**src/rtl/bcd2bin_seq.sv**
```systemverilog
`default_nettype none
// bcd2bin_seq: sequential reverse double-dabble BCD-to-binary converter, one bit per clock.
// Optional macro BCD2BIN_DIGIT_CHECK_EN: nibbles > 9 raise Err and force Bin to 0.
module bcd2bin_seq #(
   parameter int DIGITS = 4,
   parameter int BIN_W  = 14
) (
   input  logic                  clk,
   input  logic                  rst_n,
   input  logic                  Start,
   input  logic [DIGITS*4-1:0]   BCD,
   output logic [BIN_W-1:0]      Bin,
   output logic                  Busy,
   output logic                  Done,
   output logic                  Err
);

   localparam int SR_W  = DIGITS*4 + BIN_W;
   localparam int CNT_W = $clog2(BIN_W + 1);
   localparam logic [CNT_W-1:0] LAST = CNT_W'(BIN_W - 1);

   typedef enum logic [1:0] {
      IDLE  = 2'd0,
      SHIFT = 2'd1,
      DONE  = 2'd2
   } state_t;

   state_t             state;
   logic [SR_W-1:0]    sr;
   logic [SR_W-1:0]    sr_next;
   logic [CNT_W-1:0]   count;
   logic [BIN_W-1:0]   bin_result;

   // One iteration: shift right, then pull every digit that reached >= 8 back by 3.
   always_comb begin
      sr_next = sr >> 1;
      for (int d = 0; d < DIGITS; d++) begin
         if (sr_next[BIN_W + 4*d + 3]) begin
            sr_next[BIN_W + 4*d +: 4] = sr_next[BIN_W + 4*d +: 4] - 4'd3;
         end
      end
   end

`ifdef BCD2BIN_DIGIT_CHECK_EN
   logic bad;
   logic bad_in;
   logic err_r;

   always_comb begin
      bad_in = 1'b0;
      for (int d = 0; d < DIGITS; d++) begin
         if (BCD[4*d +: 4] > 4'd9) begin
            bad_in = 1'b1;
         end
      end
   end

   assign bin_result = bad ? '0 : sr_next[BIN_W-1:0];
   assign Err        = err_r;
`else
   assign bin_result = sr_next[BIN_W-1:0];
   assign Err        = 1'b0;
`endif

   always_ff @(posedge clk or negedge rst_n) begin
      if (!rst_n) begin
         state <= IDLE;
         sr    <= '0;
         count <= '0;
         Bin   <= '0;
         Busy  <= 1'b0;
         Done  <= 1'b0;
`ifdef BCD2BIN_DIGIT_CHECK_EN
         bad   <= 1'b0;
         err_r <= 1'b0;
`endif
      end else begin
         case (state)
            IDLE: begin
               if (Start) begin
                  sr    <= {BCD, BIN_W'(0)};
                  count <= '0;
                  Busy  <= 1'b1;
                  state <= SHIFT;
`ifdef BCD2BIN_DIGIT_CHECK_EN
                  bad   <= bad_in;
                  err_r <= 1'b0;
`endif
               end
            end
            SHIFT: begin
               sr    <= sr_next;
               count <= count + CNT_W'(1);
               if (count == LAST) begin
                  Bin   <= bin_result;
                  Done  <= 1'b1;
                  state <= DONE;
`ifdef BCD2BIN_DIGIT_CHECK_EN
                  err_r <= bad;
`endif
               end
            end
            DONE: begin
               Done  <= 1'b0;
               Busy  <= 1'b0;
               state <= IDLE;
`ifdef BCD2BIN_DIGIT_CHECK_EN
               err_r <= 1'b0;
`endif
            end
            default: begin
               state <= IDLE;
               Busy  <= 1'b0;
               Done  <= 1'b0;
            end
         endcase
      end
   end

endmodule
`default_nettype wire

```
**config.mk**
```make
export PLATFORM = sky130hd
export DESIGN_NAME = bcd2bin_seq
export DESIGN_NICKNAME = d
export VERILOG_FILES = /design/src/rtl/bcd2bin_seq.sv
export SDC_FILE = /design/constraint.sdc
export NUM_CORES = 1
export LEC_CHECK = 0
export BUFFER_PORTS_ARGS = -buffer_cell sky130_fd_sc_hd__buf_4
export CORE_MARGIN = 2
export CORE_UTILIZATION = 25
export CTS_CLUSTER_SIZE = 28
export DETAILED_ROUTE_END_ITERATION = 16
export GPL_TIMING_DRIVEN = 0
export PLACE_DENSITY = 0.47
export SYNTH_ARGS = -nofsm -noshare
export SYNTH_HDL_FRONTEND = slang
export SYNTH_SLANG_ARGS = --single-unit
export TNS_END_PERCENT = 100
```
**constraint.sdc**
```tcl
create_clock -name clk -period 2.1 [get_ports clk]
set_input_delay 0.315 -clock clk [delete_from_list [all_inputs] [get_ports clk]]
set_output_delay 0.315 -clock clk [all_outputs]
set_load 0.05 [all_outputs]
```
* After elaboration in Yosys (flattened, before gate mapping)
Index checks and enable logic that the tools add are counted.
Widths: inputs -> output; s select.
** Storage, ports and cells
- Bits in registers :: 52
- Output and inout port bits :: 17
- Logic and storage cells :: 37
- Bits of input ports :: 19
** Operators by class
- Reduce and logical (&&, ||, !) cells :: 7
- Multiplexer cells :: 14
- Bitwise gates (word level) :: 2
- Add/sub/neg operators :: 4
- Eq/ne operators :: 4
** Operator list (number)
- $pmux 30 s2 :: 1
- $mux 30 :: 1
- $mux 4 :: 4
- $sub 4x2->4 const B :: 3
- $reduce_and 2->1 :: 5
- $pmux 4 s2 :: 1
- $add 4x1->4 const B :: 1
- $eq 4x4->1 const B :: 1
- $mux 2 :: 2
- $ne 2x2->1 const B :: 2
- $pmux 1 s2 :: 2
- $pmux 2 s2 :: 1
- $eq 2x1->1 const B :: 1
- $logic_not 2->1 :: 1
- $mux 1 :: 2
- $not 1->1 :: 2
- $reduce_bool 2->1 :: 1

* Logic depth before layout (Yosys ltp)
Gate-level depths: netlist (run 1).
- Depth in word-level cells :: 3
- Mapped depth :: 6
- Depth with buffers taken out :: 5

* Worst setup path after synthesis (run 1)
Ideal clock, no wire load.
- Path type :: register -> register
- From :: register count[1]
- To :: register Bin[0]
- Setup slack :: 0.642 ns
- Stages on the path, launching flop included :: 7
- Library setup time :: 0.127 ns
- Path buffers :: 1
- Data required time :: 1.973 ns
- Arrival time :: 1.330 ns
- Clock period less this slack :: 1.458 ns
- Cells stage by stage :: dfrtp_1 -> inv_1 -> ha_1 -> nand3_2 -> nor2_4 -> buf_6 -> mux2_1
** On the way
- Word-level cells in the longest chain between the ends :: 2
** Ends and longest elaborated chain
- start: declaration :: line 31 : logic [CNT_W-1:0] count;
- start signal: assignment :: line 93 : count <= count + CNT_W'(1);
- $eq 4x4->1 :: line 94 : if (count == LAST) begin
- $reduce_and 2->1 (no source line)
- end signal: assignment :: line 95 : Bin <= bin_result;
- end: declaration :: line 12 : output logic [BIN_W-1:0] Bin,
No other way between the ends.
A chain may end at the register's enable or synchronous reset.

* Worst setup path in the final report (run 1)
- From :: register count[1]
- To :: register Bin[3]
Same word-level chain as after synthesis.

==> results of run 1 <==
==> cells by family after synthesis <==
group,count (synthesis),synth area share
mux,20,0.09872
xor+xnor,6,0.02343
flops,51,0.5689
other cells,1,0.001672
fa+ha+maj,5,0.02789
simple gates,29,0.07362
compound gates,56,0.1696
buf+inv,14,0.03625
==> path summary, 6_finish.rpt <==
check                          from        to  slack [ns]  cells after the start
max                        count[1]    Bin[3]        0.45                      6
min in group clk             BCD[7]    sr[21]        0.26                      3
max reg2reg                count[1]    Bin[3]        0.45                      6
max in group asynchronous     rst_n  count[2]        1.62                      1
min reg2reg                  Bin[9]    Bin[9]        0.50                      1
min                           rst_n    sr[18]        0.04                      1
==> report_power, final <==
group	internal [uW]	switching (uW)	total [uW]
logic	884	1180	2070
clock network	349	325	674
registers	1420	348	1770
==> cell usage in the layout, fill, tap and decap left out, types with 5 or more instances in the layout <==
master     n
mux2_1    14
nor2b_1    5
o22ai_1    7
dfrtp_1   51
a22o_1    13
ha_1       5
o21ai_1    7
nor2_1     8
a22oi_1    5
buf_2      5
clkbuf_8   5
buf_4     38
a21oi_1   15
nand2_1    6
==> state kept, by name, indices dropped and copies added, names as in the netlist <==
register / flops
Bin: 14
Busy: 1
Done: 1
count: 4
sr: 29
state: 2
==> cells in the mapped netlist, drive strengths merged <==
library cell / count / share of area
a21o: 1 / 0.0033
a21oi: 15 / 0.033
nand3: 3 / 0.0089
nand2: 6 / 0.010
o21ba: 1 / 0.0045
ha: 5 / 0.028
xnor2: 3 / 0.012
conb: 1 / 0.0017
o21bai: 1 / 0.0033
inv: 4 / 0.0067
o22ai: 7 / 0.020
mux2: 17 / 0.085
nor2: 9 / 0.018
buf: 10 / 0.030
o21ai: 7 / 0.016
xor2: 3 / 0.012
a22o: 13 / 0.051
nor2b: 6 / 0.018
nor3b: 1 / 0.0033
o21a: 1 / 0.0033
a31oi: 1 / 0.0028
and2b: 1 / 0.0033
mux2i: 3 / 0.013
nand2b: 2 / 0.0089
a32o: 1 / 0.0045
o311ai: 1 / 0.0039
a22oi: 5 / 0.017
and2: 1 / 0.0028
o32ai: 2 / 0.0078
dfrtp: 51 / 0.57
==> layout make-up <==
cell class	count	share of cell area
plain buffers	10	0.02420
clock buffers	5	0.02511
clock inverters	2	0.01370
inverters	4	0.005479
multi-input cells	117	0.3233
flip-flops and latches	51	0.4658
well taps	108	0.04932
repair buffers	34	0.09315
==> worst reg2reg max path, delay by kind of cell (launching register included) <==
family                     cells  cell delay, ns
muxes                          1            0.33
and+or+nand+nor                2            0.36
adders and majority gates      1            0.16
DFF                            1            0.40
buffers and inverters          2            0.29
==> per-layer routing <==
layer  wire length [microns]  part of all wire
met5                       0                 0
met4                      39            0.0082
met3                     211             0.044
met2                    2118              0.44
met1                    2400              0.50
==> through the flow <==
stage | hold slack, ns | std cells | total power [uW]
global placement | 0.4007 | 324 | 3855
CTS | 0.06428 | 331 | 4572
finish | 0.03535 | 331 | 4504
global route | 0.08872 | 331 | 4854
detailed placement | 0.3967 | 324 | 3881
floorplan | 0.01941 | 182 | 3293
==> results.sh, run 1 <==
export IMPL_status="completed"
export IMPL_rows=34
export IMPL_fp_dieH_microns=98.73
export IMPL_die_area_sq_mm=0.009748
export IMPL_drtIter0Drc=44
export IMPL_syn_avg_cell_area_sq_um=12.33
export IMPL_die_x_microns=98.73
export IMPL_cpPeakStageDelay_ns=0.40
export IMPL_cts_tree="built"
export IMPL_path_cells="inv_1, ha_1, nand3_2, nor2_4, buf_6, mux2_1"
export IMPL_place_ws_ns=0.4511
export IMPL_clockBufferDepth=2
export IMPL_syn_area_sq_mm=0.002243
export IMPL_use_met1=0.1477
export IMPL_slew_viol_final=0
export IMPL_p_leak_uw=0.001267
export IMPL_grt_pass1_wl_microns=8093
export IMPL_cts_buffers=5
export IMPL_nets=247
export IMPL_antenna_found_initial=0
export IMPL_worst_slew_pin_transition_ns=0.6568
export IMPL_maxCapViolations=0
export IMPL_avgViaCountPerCell=4.592
export IMPL_fmax_mhz=605.7
export IMPL_drc=0
export IMPL_cp_start_kind="register"
export IMPL_use_met2=0.1575
export IMPL_area_growth_pct=22.14
export IMPL_hold_buffers=0
export IMPL_fin_skew_ns=0.002934
export IMPL_place_gp_congestion=0.7556
export IMPL_syn_nets=206
export IMPL_cts_resized=0
export IMPL_rsz0062_at_grt="false"
export IMPL_cts_sinks=51
export IMPL_regArea_sq_mm=0.001276
export IMPL_drt_pass1_iter_count=4
export IMPL_hold_viol=0
export IMPL_path_delay_family="flip-flops"
export IMPL_final_layout_size_suffix_gt1_frac=0.2646
export IMPL_irDropWorstVdd_uv=540.2
export IMPL_multi_input_area_sq_um=885.9
export IMPL_synthCells=182
export IMPL_layout_min_cycle_time_ns=1.651
export IMPL_cp_arrival_ns=1.84
export IMPL_num_vias=1520
export IMPL_synth_seq_area_share=0.5689
export IMPL_clk_latency_ns=0.30
export IMPL_postCtsSetupRepairBufs=0
export IMPL_fill_cells=909
export IMPL_cp_max_fo=10
export IMPL_drt_wl_total_microns=4770
export IMPL_place_port_buffers=34
export IMPL_core_sq_mm=0.008721
export IMPL_setup_violations=0
export IMPL_top_usage_layer="met2"
export IMPL_fin_setup_tns_ns=0
export IMPL_grt_overflow=0
export IMPL_grt_max_degree=52
export IMPL_fin_util=0.3142
export IMPL_hpwl_microns=3171
export IMPL_drtAntennaViolNets=0
export IMPL_slew_limit_headroom=0.5621
export IMPL_crit_path_top_delay_cell="dfrtp_1"
export IMPL_end_kind="register"
export IMPL_cp_required_ns=2.29
export IMPL_hold_path_class="in2async"
export IMPL_final_cell_area_sq_mm=0.002740
export IMPL_wl_per_cell_microns=14.41
export IMPL_critPathKind="reg2reg"
export IMPL_floorplan_initialDensity=0.2572
export IMPL_powerDensity_mw_per_mm2=1644
export IMPL_io_pins=36
export IMPL_grt_pass1_vias=1504
export IMPL_diodes=0
export IMPL_met3_usage=0.02766
export IMPL_synth_cell_types=38
export IMPL_clockRootBuffer="clkbuf_8"
export IMPL_cts_htree_levels=2
export IMPL_clk_pin_slew_ns=0.09
export IMPL_path_buf_inv=2
export IMPL_min_period_over_period=0.7862
export IMPL_grt_usage=0.1049
export IMPL_worst_slack_ns=0.4490
export IMPL_yosys_warnings=0
export IMPL_post_dp_cell_area_sq_mm=0.002634
export IMPL_ys_ff_latch=51
Power figures use the tool's default switching activity.
==> run 2: changes to the inputs <==
Settings changed: PLACE_DENSITY 0.47 to 0.48.
Clock period 2.1 ns to 1.4 ns, I/O delays scaled along.
==> results.sh, run 2 (same netlist as run 1, synthesis figures left out) <==
export IMPL_hold_path_class="in2reg"
export IMPL_worst_slew_pin_transition_ns=0.6782
export IMPL_fp_dieH_microns=98.73
export IMPL_clockBufferDepth=2
export IMPL_p_leak_uw=0.001331
export IMPL_num_vias=1567
export IMPL_clk_latency_ns=0.31
export IMPL_nets=256
export IMPL_area_growth_pct=28.72
export IMPL_violations="negative setup slack"
export IMPL_internal_power_uw=4088
export IMPL_worst_slack_ns=-0.04352
export IMPL_rsz0062_at_grt="true"
export IMPL_grt_pass1_wl_microns=8631
export IMPL_cp_required_ns=1.61
export IMPL_clockRootBuffer="clkbuf_8"
export IMPL_layout_common_cells="dfrtp_1 (50), buf_4 (44), a21oi_1 (15)"
export IMPL_antenna_found_initial=0
export IMPL_drtAntennaViolNets=0
export IMPL_status="complete, but fails checks"
export IMPL_die_x_microns=98.73
export IMPL_cts_htree_levels=2
export IMPL_cp_max_fo=6
export IMPL_fmax_mhz=692.8
export IMPL_irDropWorstVdd_uv=752.4
export IMPL_slew_limit_headroom=0.5479
export IMPL_hold_viol=0
export IMPL_wl_per_cell_microns=15.19
export IMPL_clk_pin_slew_ns=0.11
export IMPL_grt_usage=0.1101
export IMPL_use_met1=0.1659
export IMPL_drc=0
export IMPL_drt_wl_total_microns=5181
export IMPL_top_regs="sr (29), Bin (14), count (4)"
export IMPL_powerDensity_mw_per_mm2=2455
export IMPL_min_period_over_period=1.031
export IMPL_p_comb_frac=0.487
export IMPL_avgViaCountPerCell=4.595
export IMPL_floorplan_initialDensity=0.2572
export IMPL_die_area_sq_mm=0.009748
export IMPL_cts_sinks=51
export IMPL_fin_skew_ns=0.01197
export IMPL_largest_reg_flops=29
export IMPL_grt_max_degree=52
export IMPL_switching_share=0.4235
export IMPL_met3_usage=0.02340
export IMPL_cts_tree="built"
export IMPL_fin_util=0.3311
export IMPL_grt_overflow=0
export IMPL_rows=34
export IMPL_largest_register="sr"
export IMPL_io_pins=36
export IMPL_switchingPower_uw=3002
export IMPL_grt_pass1_vias=1620
export IMPL_final_layout_size_suffix_gt1_frac=0.3605
export IMPL_place_gp_congestion=0.7397
export IMPL_seq_power_share=0.381
export IMPL_slew_viol_final=0
export IMPL_use_met2=0.1606
export IMPL_cp_arrival_ns=1.65
export IMPL_clkPwrFrac=0.132
export IMPL_place_port_buffers=34
export IMPL_drt_pass1_iter_count=4
export IMPL_layout_commonest_cell="dfrtp_1"
export IMPL_cp_start_kind="register"
export IMPL_hpwl_microns=3298
export IMPL_place_ws_ns=-0.2234
export IMPL_cts_buffers=5
export IMPL_diodes=0
export IMPL_layout_min_cycle_time_ns=1.444
export IMPL_drtIter0Drc=73
export IMPL_fill_cells=864
export IMPL_maxCapViolations=0
export IMPL_critPathKind="reg2reg"
export IMPL_end_kind="register"
export IMPL_core_sq_mm=0.008721
export IMPL_setup_violations=14
export IMPL_top_usage_layer="met1"
-- run 2: timing repair --
item / CTS / global route
hold buffers: 1 / 0
setup buffers: 5 / 2
setup endpoints to repair: 17 / 17
endpoints found under the hold margin: 51 / 0
resized for setup: 19 / 3
cloned: 1 / 0
pin swaps: 1 / 1
-- run 2: per-stage QoR --
step	power, uW	TNS [ns]	hold slack [ns]	cell area, sq um	cells
finish	7090	-0.4587	0.1394	2888	341
global route	7569	-0.8461	0.1328	2888	341
CTS	7089	-0.5882	0.1336	2856	339
floorplan	4940	-0.4632	-0.08559	2243	182
detailed placement	5846	-1.961	0.2945	2634	324
global placement	5792	-1.982	0.2932	2634	324
-- run 2: layout make-up --
| class | count | area, sq um | area share |
|---|---|---|---|
| Timing Repair Buffer | 43 | 329.1 | 0.1140 |
| Clock buffer | 5 | 68.82 | 0.02383 |
| Sequential cell | 51 | 1277 | 0.4424 |
| Inverter | 4 | 15.01 | 0.005199 |
| Multi-Input combinational cell | 117 | 964.7 | 0.3341 |
| Tap cell | 108 | 135.1 | 0.04679 |
| Buffer | 10 | 70.07 | 0.02426 |
| Clock inverter | 3 | 27.53 | 0.009532 |
-- run 2: path summary, 6_finish.rpt --
path | start | end | slack (ns) | cells past startpoint
max | count[1] | Bin[8] | -0.04 | 6
min | BCD[7] | sr[21] | 0.14 | 3
max reg2reg | count[1] | Bin[8] | -0.04 | 6
min reg2reg | Bin[3] | Bin[3] | 0.50 | 1
max in group asynchronous | rst_n | count[0] | 0.43 | 2
min in group asynchronous | rst_n | Bin[3] | 0.47 | 2
-- run 2: critical path, cell delays in order (launching register included) --
cell and delay (ns):
dfrtp_1 0.41, inv_2 0.09, ha_4 0.14, nand3_4 0.09, nor2_4 0.14, buf_6 0.16, mux2_4 0.30
-- run 2: metal layers --
layer	share of wire	up-vias	wire, microns
met5	0	-	0
met4	0	0	0
met3	0.031	0	163
met2	0.45	34	2317
met1	0.52	776	2700
li1	-	757	-
-- run 2: power by group through the flow --
stage / Clock (uW) / Sequential [uW] / Combinational (uW)
final: 933 / 2700 / 3450
after global routing: 1020 / 2790 / 3760
after CTS: 953 / 2700 / 3440
after detailed placement: 0 / 2700 / 3150
after global placement: 0 / 2680 / 3110
after floorplan: 0 / 3250 / 1690
==> run 3: changes to the inputs <==
Clock period 1.4 ns to 1.2 ns, I/O delays scaled along.
==> results.sh, run 3 (same netlist as run 1, synthesis figures left out) <==
export IMPL_clockRootBuffer="clkbuf_8"
export IMPL_fill_cells=834
export IMPL_slew_viol_final=0
export IMPL_grt_usage=0.1219
export IMPL_io_pins=36
export IMPL_switching_share=0.4052
export IMPL_p_comb_frac=0.560
export IMPL_nets=285
export IMPL_cp_required_ns=1.40
export IMPL_layout_commonest_cell="buf_4"
export IMPL_cts_htree_levels=2
export IMPL_internal_power_uw=5902
export IMPL_grt_max_degree=52
export IMPL_rsz0062_at_grt="true"
export IMPL_clk_latency_ns=0.31
export IMPL_maxCapViolations=0
export IMPL_rows=34
export IMPL_fmax_mhz=684.5
export IMPL_grt_pass1_vias=1788
export IMPL_fin_skew_ns=0.008108
export IMPL_drc=0
export IMPL_grt_pass1_wl_microns=9411
export IMPL_drt_pass1_iter_count=4
export IMPL_die_x_microns=98.73
export IMPL_worst_slack_ns=-0.2609
export IMPL_place_port_buffers=34
export IMPL_whs_path_depth=3
export IMPL_die_area_sq_mm=0.009748
export IMPL_final_layout_size_suffix_gt1_frac=0.5382
export IMPL_powerDensity_mw_per_mm2=2897
export IMPL_setup_violations=50
export IMPL_seq_power_share=0.313
export IMPL_largest_register="sr"
export IMPL_violations="negative setup slack"
export IMPL_diodes=0
export IMPL_critPathKind="reg2reg"
export IMPL_slew_limit_headroom=0.5591
export IMPL_hpwl_microns=3313
export IMPL_num_vias=1741
export IMPL_min_period_over_period=1.217
export IMPL_cts_sinks=51
export IMPL_antenna_found_initial=0
export IMPL_post_dp_cell_area_sq_mm=0.002640
export IMPL_status="complete, but fails checks"
export IMPL_r2r_cells=6
export IMPL_hold_viol=0
export IMPL_drt_wl_total_microns=5874
export IMPL_fp_dieH_microns=98.73
export IMPL_place_gp_congestion=0.7672
export IMPL_area_growth_pct=52.71
export IMPL_cts_tree="built"
export IMPL_cp_max_fo=9
export IMPL_clkPwrFrac=0.126
export IMPL_grt_overflow=0
export IMPL_core_sq_mm=0.008721
export IMPL_layout_common_cells="buf_4 (59), dfrtp_1 (51), buf_6 (18)"
export IMPL_drtAntennaViolNets=0
export IMPL_clockBufferDepth=2
export IMPL_top_regs="sr (29), Bin (14), count (4)"
export IMPL_layout_min_cycle_time_ns=1.461
export IMPL_largest_reg_flops=29
export IMPL_wl_per_cell_microns=15.88
export IMPL_fin_util=0.3928
export IMPL_cp_start_kind="register"
export IMPL_final_cell_area_sq_mm=0.003426
export IMPL_cts_buffers=5
export IMPL_drtIter0Drc=47
export IMPL_worst_slew_pin_transition_ns=0.6613
export IMPL_cp_arrival_ns=1.67
export IMPL_switchingPower_uw=4021
export IMPL_irDropWorstVdd_uv=1154
export IMPL_fin_setup_tns_ns=-6.934
export IMPL_hold_path_class="in2reg"
export IMPL_clk_pin_slew_ns=0.10
export IMPL_p_leak_uw=0.001570
export IMPL_end_kind="register"
export IMPL_avgViaCountPerCell=4.705
export IMPL_floorplan_initialDensity=0.2572
run 3: what timing repair did:
item	4_1_cts	5_1_grt
buffers inserted	20	10
gates resized for setup	50	44
gates cloned	5	2
endpoints found under the setup margin	48	50
pin swaps	26	7
hold buffers	1	0
endpoints found under the hold margin	51	0
run 3: final timing paths:
path	slack [ns]	endpoint	from
max in group asynchronous	0.33	sr[29]	rst_n
hold / removal	0.1	sr[17]	BCD[3]
setup reg to reg	-0.26	Bin[0]	count[1]
min in group asynchronous	0.43	sr[17]	rst_n
hold reg to reg	0.49	Done	Done
setup / recovery	-0.26	Bin[0]	count[1]
run 3: power groups by stage:
stage                     Sequential [uW]  Clock [uW]  Combinational (uW)
after floorplan                      3790           0                1990
after global placement               3120           0                3650
after detailed placement             3140           0                3710
after CTS                            3070        1300                4880
after global routing                 3220        1380                5920
final                                3110        1250                5560
run 3: area by class of cell:
type | count | area [sq um] | share of cell area
inverters | 4 | 17.52 | 0.005113
repair buffers | 72 | 605.6 | 0.1768
clock inverters | 3 | 47.55 | 0.01388
multi-input cells | 117 | 1150 | 0.3356
clock buffers | 5 | 68.82 | 0.02009
flip-flops and latches | 51 | 1276 | 0.3725
well taps | 108 | 135.1 | 0.03944
plain buffers | 10 | 125.1 | 0.03652
run 3: metrics by stage:
stage / instances / hold slack (ns) / total power [uW] / setup slack [ns]
finish: 370 / 0.09677 / 9924 / -0.2609
floorplan: 182 / -0.1156 / 5778 / -0.2579
CTS: 358 / 0.09345 / 9250 / -0.2308
global placement: 324 / 0.2676 / 6779 / -0.4186
detailed placement: 324 / 0.2653 / 6855 / -0.4555
global route: 370 / 0.1053 / 10530 / -0.3088
run 3: critical path, stage by stage (launching register included):
cell	delay, ns
dfrtp_1	0.40
inv_2	0.09
ha_4	0.14
nand3_4	0.08
nor2_4	0.16
buf_8	0.17
mux2_1	0.32
run 3: per-layer routing:
metal,vias to the layer above,GRT usage,routed length (microns),share of wire
li1,817,-,-,-
met1,874,0.1731,2806,0.48
met2,38,0.1905,2772,0.47
met3,12,0.02553,202,0.034
met4,0,0.03161,92,0.016
met5,-,0,0,0
